--- src/rtl/uart_flow_sched.sv ---
// uart_flow_sched: XON/XOFF scheduler choosing control or FIFO data bytes for the UART transmitter.
// Ports: clk/rst (async, active-high); en enables flow control; rx_free is the RX FIFO free count;
// fifo_empty/fifo_data/fifo_rd_en form the show-ahead TX FIFO read port; peer_byte_valid/peer_byte
// carry received bytes, and peer_ctrl flags XON/XOFF among them; out_valid/out_data/out_ready
// connect to the transmitter; local_stopped/peer_stopped report the flow-control state.
module uart_flow_sched #(
  parameter int DEPTH = 16,
  parameter int ADDR_BITS = $clog2(DEPTH),
  parameter int XOFF_THRESH = 4,
  parameter int XON_THRESH = 8,
  parameter logic [7:0] XON_CHAR = 8'h11,
  parameter logic [7:0] XOFF_CHAR = 8'h13
) (
  input  logic                 clk,
  input  logic                 rst,
  input  logic                 en,
  input  logic [ADDR_BITS:0]   rx_free,
  input  logic                 fifo_empty,
  input  logic [7:0]           fifo_data,
  output logic                 fifo_rd_en,
  input  logic                 peer_byte_valid,
  input  logic [7:0]           peer_byte,
  output logic                 peer_ctrl,
  output logic                 out_valid,
  output logic [7:0]           out_data,
  input  logic                 out_ready,
  output logic                 local_stopped,
  output logic                 peer_stopped
);
  localparam int W = ADDR_BITS + 1;
  localparam logic [ADDR_BITS:0] XOFF_L = W'(XOFF_THRESH);
  localparam logic [ADDR_BITS:0] XON_L = W'(XON_THRESH);
  if (!(XOFF_THRESH >= 0 && XOFF_THRESH < XON_THRESH && XON_THRESH <= DEPTH)) begin : g_bad_thresh
    $error("uart_flow_sched: thresholds must satisfy 0 <= XOFF_THRESH < XON_THRESH <= DEPTH");
  end
  typedef enum logic [1:0] {IDLE, SEND_CTRL, SEND_DATA} state_t;
  state_t state_q, state_d;
  logic out_valid_q, out_valid_d, local_stopped_q, local_stopped_d, peer_stopped_q, peer_stopped_d;
  logic [7:0] out_data_q, out_data_d;
  logic need_xoff, need_xon, pop;
  assign need_xoff = en & ~local_stopped_q & (rx_free <= XOFF_L);
  assign need_xon = en & local_stopped_q & (rx_free >= XON_L);
  assign peer_ctrl = en & peer_byte_valid & (peer_byte == XON_CHAR | peer_byte == XOFF_CHAR);
  // The pop is combinational so the show-ahead head is captured in the same cycle it is consumed.
  assign fifo_rd_en = pop & ~rst;
  assign out_valid = out_valid_q;
  assign out_data = out_data_q;
  assign local_stopped = local_stopped_q;
  assign peer_stopped = peer_stopped_q;
  always_comb begin
    state_d = state_q;
    out_valid_d = out_valid_q;
    out_data_d = out_data_q;
    local_stopped_d = local_stopped_q;
    peer_stopped_d = peer_ctrl ? (peer_byte == XOFF_CHAR) : peer_stopped_q;
    pop = 1'b0;
    if (state_q == IDLE) begin
      if (need_xoff | need_xon) begin
        out_data_d = need_xoff ? XOFF_CHAR : XON_CHAR;
        out_valid_d = 1'b1;
        state_d = SEND_CTRL;
      end else if (~fifo_empty & ~peer_stopped_q) begin
        pop = 1'b1;
        out_data_d = fifo_data;
        out_valid_d = 1'b1;
        state_d = SEND_DATA;
      end
    end else if (out_ready) begin
      out_valid_d = 1'b0;
      state_d = IDLE;
      // Only a completed control handshake moves local_stopped; the held byte says which one it was.
      if (state_q == SEND_CTRL) local_stopped_d = (out_data_q == XOFF_CHAR);
    end
    if (!en) begin
      local_stopped_d = 1'b0;
      peer_stopped_d = 1'b0;
    end
  end
  always_ff @(posedge clk or posedge rst) begin
    if (rst) begin
      state_q <= IDLE;
      out_valid_q <= 1'b0;
      out_data_q <= 8'h00;
      local_stopped_q <= 1'b0;
      peer_stopped_q <= 1'b0;
    end else begin
      state_q <= state_d;
      out_valid_q <= out_valid_d;
      out_data_q <= out_data_d;
      local_stopped_q <= local_stopped_d;
      peer_stopped_q <= peer_stopped_d;
    end
  end
endmodule
--- config.mk ---
export PLATFORM = sky130hd
export DESIGN_NAME = uart_flow_sched
export DESIGN_NICKNAME = d
export VERILOG_FILES = /design/src/rtl/uart_flow_sched.sv
export SDC_FILE = /design/constraint.sdc
export NUM_CORES = 1
export LEC_CHECK = 0
export CAP_MARGIN = 20
export CORE_UTILIZATION = 46
export CTS_BUF_LIST = sky130_fd_sc_hd__clkbuf_8
export DETAILED_ROUTE_END_ITERATION = 16
export DONT_BUFFER_PORTS = 1
export HOLD_SLACK_MARGIN = 0.05
export PLACE_DENSITY = 0.7
export SKIP_CTS_REPAIR_TIMING = 1
export SKIP_LAST_GASP = 1
export SLEW_MARGIN = 15
export SYNTH_ARGS = -nofsm -noshare
export SYNTH_HDL_FRONTEND = slang
export SYNTH_SLANG_ARGS = --single-unit
--- constraint.sdc ---
create_clock -name clk -period 1.2 [get_ports clk]
set_input_delay 0.24 -clock clk [delete_from_list [all_inputs] [get_ports clk]]
set_output_delay 0.24 -clock clk [all_outputs]
set_load 0.1 [all_outputs]
==> flow_summary.json, run 1 <==
{
  "status": "finished, violations left",
  "violations": "negative setup slack",
  "ys_warn_count": 0,
  "grt_pass1_vias": 530,
  "max_stage_delay_ns": 0.50,
  "first_pass_iters": 4,
  "clock_latency_ns": 0.24,
  "post-route-period-util_pct": 153.4,
  "rsz0062_at_grt": "yes",
  "critPathRequiredTime_ns": 0.96,
  "cts_buffers": 3,
  "fin_cells": 103,
  "yosys.cell_types.count": 25,
  "port-buffer-count": 0,
  "postSynth.asyncResetShare_pct": 100.0,
  "fin_nets": 116,
  "drv_cap": 0,
  "die_y_um": 39.90,
  "worstSetupPathType": "reg -> out",
  "globalRouteOverflowTotal": 0,
  "track_usage_pct": 23.66,
  "clockRootBuffer": "clkbuf_8",
  "p_switching_mw": 1.172,
  "r2r-start": "local_stopped$_DFFE_PP0P_",
  "dpl_worst_slack_ns": -0.3618,
  "power_density_nw_per_um2": 2240,
  "min_path_type": "in -> reg",
  "tns_ns": -3.994,
  "cp-start-kind": "register",
  "ir_worst_vdd_uv": 1969,
  "setup_viol_count_final": 14,
  "start_util_pct": 50.14,
  "yosys.area.top_type": "dfrtp_1",
  "diodes": 0,
  "seq_area_frac_synth_pct": 49.24,
  "ant_nets": 0,
  "drc": 0,
  "syn_inst": 61,
  "fmax_mhz": 543.2,
  "fin_ws_ns": -0.6410,
  "crit_fanout": 4,
  "clock-sinks": 13,
  "hp-start": "out_ready",
  "multiInputGateArea_um2": 360.3,
  "ys_dominant_reg_cell": "dfrtp_1",
  "cp_slowest_cell": "dfrtp_4",
  "maxSlewViolCount": 0,
  "synth-seq-cells": 13,
  "place.gp.congestion": 0.7780,
  "drt-total-wl_um": 1781,
  "row_count": 13,
  "ys_top_cells_by_area": "dfrtp_1 49%, a22o_1 6.6%, o21ai_0 5.3%, nor4b_4 3.6%, inv_1 3.4%",
  "core_um2": 1318,
  "placed_cells": 97,
  "ios": 40,
  "postSynthAreaPerCell_um2": 10.83,
  "syn_to_final_growth_pct": 57.77,
  "htree_levels": 1,
  "drt_iter0_drc": 17,
  "switching_share_pct": 50.22,
  "power_frac_seq_pct": 28.6,
  "worstMarginPinSlew_ns": 0.4998,
  "via_count": 621,
  "grt_pass1_wl_um": 2352,
  "yosysMostFrequentCell": "dfrtp_1",
  "grt_start_max_net_pins": 14,
  "pwr-share-comb_pct": 55.1,
  "cts_tree": "done",
  "synth_top_area_share_pct": 49.24,
  "num-fill-cells": 74,
  "die_w_um": 39.90,
  "hold_violations": 0,
  "hpwlAfterDp_um": 1307,
  "min_period_ns": 1.841,
  "max_slew_margin_pct": 66.64,
  "p_clk_share_pct": 16.3,
  "p_int_mw": 1.162,
  "netlist_area_um2": 660.6,
  "power_leakage_nw": 0.4458,
  "clk_pin_slew_ns": 0.05,
  "finalClockSkew_ns": 0.0009451,
  "yosys-top-cells-count": "13 x dfrtp_1, 7 x o21ai_0, 6 x inv_1, 5 x a22o_1",
  "cp-startpoint": "local_stopped$_DFFE_PP0P_",
  "synth_nets": 88,
  "cts_buffer_depth": 2,
  "dieArea_um2": 1592,
  "synth_edf_count": 0,
  "crit_path_cell_trace": "o211ai_1 > nand2_1 > a211o_1 > nor2_4 > buf_12",
  "wire_per_inst_um": 17.29,
  "vias_per_cell": 6.029,
  "cp-end-kind": "output pin",
  "cp_data_arrival_time_ns": 1.60,
  "final_util_pct": 79.11,
  "drive_gt1_share_pct": 54.55,
  "ff_latch_area_um2": 352.8,
  "antenna_found_initial": 0
}
worst paths after layout:
check | end | slack [ns] | cells after the start
worst max register to register | out_data[7]$_DFFE_PP0P_ | -0.36 | 5
worst max-delay path | fifo_rd_en | -0.64 | 5
min in group asynchronous | state_q[1]$_DFFE_PP0P_ | 0.46 | 2
worst min register to register | local_stopped$_DFFE_PP0P_ | 0.58 | 3
worst min-delay path | state_q[1]$_DFFE_PP0P_ | 0.07 | 1
max in group asynchronous | out_data[1]$_DFFE_PP0P_ | 0.36 | 2
sequential cells by signal, summed over array words and instances (netlist names):
register	count
state_q	2
local_stopped	1
out_data	8
out_valid	1
peer_stopped	1
final cells by class:
cell class / count / share of cell area [%]
tap: 15 / 1.801
inverter: 6 / 2.161
timing repair buffer: 24 / 23.29
clock inverter: 1 / 0.3601
clock buffer: 3 / 3.962
sequential: 13 / 33.85
multi-input combinational: 41 / 34.57
through the flow:
stage | hold slack [ns] | power, mW | area [um2]
floorplan | 0.1168 | 1.580 | 714.4
global placement | 0.1744 | 1.865 | 932.1
detailed placement | 0.1812 | 1.887 | 932.1
CTS | -0.07433 | 2.267 | 977.2
global route | 0.06915 | 2.423 | 1042
finish | 0.07327 | 2.334 | 1042
logic make-up after synthesis:
group                  share of synthesized area (%)
AOI/OAI and AO/OA                              27.84
DFF                                            49.24
and+or+nand+nor                                18.94
buffers and inverters                          3.976
worst max-delay path: cells and delay by family, from the launching register on:
family	cells	cell delay [ns]
flip-flops	1	0.50
AND/OR/NAND/NOR	2	0.24
AO/OA/AOI/OAI	2	0.44
buffers and inverters	1	0.18
routing by layer:
| metal | up-vias | track usage (%) | routed length [um] |
|---|---|---|---|
| met5 | - | 0 | 0 |
| li1 | 284 | - | - |
| met1 | 302 | 26.69 | 712 |
| met4 | 0 | 7.759 | 25 |
| met3 | 4 | 6.250 | 131 |
| met2 | 31 | 41.94 | 911 |
cells in the final DEF (no fill, tap or decap), drive strengths merged, types with 2 or more instances in the layout:
master | synthesis | routed
buf | 0 | 23
nor2 | 4 | 4
nor4 | 2 | 2
o21ai | 7 | 7
a2bb2oi | 2 | 2
clkbuf | 1 | 3
nand2 | 4 | 4
nand3 | 3 | 3
nor4b | 2 | 2
a22o | 5 | 5
dfrtp | 13 | 13
inv | 6 | 7
power by group through the flow:
stage          sequential [mW]  combinational (mW)  clock [mW]
2_1_floorplan             1.35               0.225           0
3_3_place_gp             0.656                1.21           0
3_5_place_dp             0.664                1.22           0
4_1_cts                  0.657                1.23       0.383
5_1_grt                  0.685                1.33       0.413
6_report                 0.668                1.29       0.380
No activity file was read; power rests on OpenSTA's default activity.
==> run 2: changes to the inputs <==
- CORE_UTILIZATION: 46 -> 34
- DONT_BUFFER_PORTS: 1 -> unset
- PLACE_DENSITY: 0.7 -> 0.84
==> run 2 against run 1 <==
Against the previous run: the flow still finishes with violations (negative setup slack); hold slack improved by 0.24 ns; routed wire length rose by 52%; via count increased by 29%; global-route usage up 0.66 points; flip-flop and latch count is the same; total power up 17%; final cell count grew 44%; clock skew hardly changed; largest cell class is now buffers.
==> flow_summary.json, run 2 (synthesis gave the netlist of run 1 again) <==
{
  "cp_data_arrival_time_ns": 1.72,
  "clock_latency_ns": 0.24,
  "rsz0062_at_grt": "yes",
  "fin_cells": 148,
  "power_density_nw_per_um2": 1801,
  "largest_reg_flops": 8,
  "grt_use_met1_pct": 24.15,
  "p_switching_mw": 1.295,
  "grt-busiest-layer": "met2",
  "critPathRequiredTime_ns": 0.96,
  "worstSetupPathType": "reg -> out",
  "placed_area_um2": 1383,
  "p_clk_share_pct": 14.3,
  "layout_common_cells": "17 x buf_4, 15 x clkdlybuf4s50_1, 13 x buf_12, 8 x dlymetal6s2s_1",
  "r2r_slack_ns": -0.44,
  "switching_share_pct": 47.54,
  "drt-total-wl_um": 2703,
  "wire_per_inst_um": 18.26,
  "globalRouteOverflowTotal": 0,
  "hold_violations": 0,
  "final_util_pct": 84.84,
  "finalClockSkew_ns": 0.0006637,
  "power_frac_seq_pct": 26.7,
  "row_count": 15,
  "antenna_found_initial": 0,
  "grt_start_max_net_pins": 14,
  "final_area_um2": 1513,
  "p_total_mw": 2.724,
  "cp-end-kind": "output pin",
  "ios": 40,
  "via_count": 801,
  "power_leakage_nw": 0.7033,
  "holdPathStages": 3,
  "drv_cap": 0,
  "dpl_worst_slack_ns": -0.7894,
  "drc": 0,
  "placed_cells": 140,
  "diodes": 0,
  "maxSlewViolCount": 0,
  "crit_path_cell_trace": "o211ai_1 > nand2_1 > a211o_1 > nor2_4 > buf_12",
  "max_slew_margin_pct": 68.67,
  "hp-start": "peer_byte[0]",
  "cp-start-kind": "register",
  "drt_iter0_drc": 21,
  "drive_gt1_share_pct": 52.85,
  "grt_pass1_wl_um": 3519,
  "start_util_pct": 37.05,
  "dieArea_um2": 2123,
  "tns_ns": -4.563,
  "gr-usage-met2_pct": 46.20,
  "cp-startpoint": "local_stopped$_DFFE_PP0P_",
  "r2r_cells": 6,
  "htree_levels": 1,
  "setup_viol_count_final": 15,
  "min_period_ns": 1.957,
  "hold_ws_ns": 0.3142,
  "ir_worst_vdd_uv": 1299,
  "violations": "negative setup slack",
  "post-route-period-util_pct": 163.1,
  "track_usage_pct": 24.33,
  "min_path_type": "in -> reg",
  "max_stage_delay_ns": 0.50,
  "status": "finished, violations left",
  "port-buffer-count": 39,
  "worstMarginPinSlew_ns": 0.4688,
  "pwr-share-comb_pct": 59.1,
  "cts_buffers": 3,
  "place.gp.congestion": 0.7620,
  "fin_nets": 151,
  "syn_to_final_growth_pct": 129.0,
  "fmax_mhz": 511.0,
  "clockRootBuffer": "clkbuf_8",
  "die_y_um": 46.08,
  "crit_fanout": 4,
  "p_int_mw": 1.429,
  "ant_nets": 0,
  "cts_tree": "done",
  "cts_buffer_depth": 2,
  "min_to": "peer_stopped$_DFFE_PP0P_",
  "fin_ws_ns": -0.7568,
  "die_w_um": 46.08,
  "clock-sinks": 13,
  "cp_slowest_cell": "dfrtp_4",
  "vias_per_cell": 5.412,
  "first_pass_iters": 4,
  "grt_pass1_vias": 804,
  "layout_commonest_cell": "buf_4",
  "hpwlAfterDp_um": 1708,
  "core_um2": 1783,
  "clk_pin_slew_ns": 0.06,
  "cp_top_family": "compound AO/OA/AOI/OAI gates",
  "critPathBufInv": 1,
  "r2r-start": "local_stopped$_DFFE_PP0P_",
  "worst_r2r_endpoint": "out_data[6]$_DFFE_PP0P_",
  "grtUsageMet3_pct": 5.098
}
## run 2: power by group through the flow
| stage | Sequential (mW) | Clock (mW) | Combinational (mW) |
|---|---|---|---|
| after detailed placement | 0.724 | 0 | 1.54 |
| after global placement | 0.714 | 0 | 1.51 |
| after CTS | 0.717 | 0.395 | 1.55 |
| after floorplan | 1.35 | 0 | 0.225 |
| after global routing | 0.736 | 0.415 | 1.65 |
| final | 0.727 | 0.388 | 1.61 |
## run 2: layout make-up
cell class                      instances  area [um2]
Inverter                                6       22.52
Tap cell                               25       31.28
Multi-Input combinational cell         41       374.1
Fill cell                              93       270.3
Timing Repair Buffer                   59       686.9
Sequential cell                        13       352.8
Clock buffer                            3       41.29
Clock inverter                          1       3.754
## run 2: worst max path at each step
stage                          endpoint  slack [ns]  cells after the start
6_report                     fifo_rd_en       -0.76                      5
5_1_grt                      fifo_rd_en       -0.83                      5
4_1_cts                       peer_ctrl       -0.80                      4
2_1_floorplan  peer_stopped$_DFFE_PP0P_       -1.01                      4
3_5_place_dp                  peer_ctrl       -0.79                      4
3_3_place_gp                  peer_ctrl       -0.74                      4
## run 2: worst reg2reg max path, cell delays in order, from the launching register on
cell      delay, ns
dfrtp_4        0.50
o211ai_1       0.13
nand2_1        0.12
buf_4          0.15
buf_6          0.11
a211oi_4       0.34
a22o_1         0.22
## run 2: per-layer routing
metal  share of wire [%]  vias to the layer above  wire length [um]
met2                  56                       38              1515
met3                 4.2                        4               114
li1                    -                      357                 -
met4                 1.4                        0                39
met5                   0                        -                 0
met1                  38                      402              1033
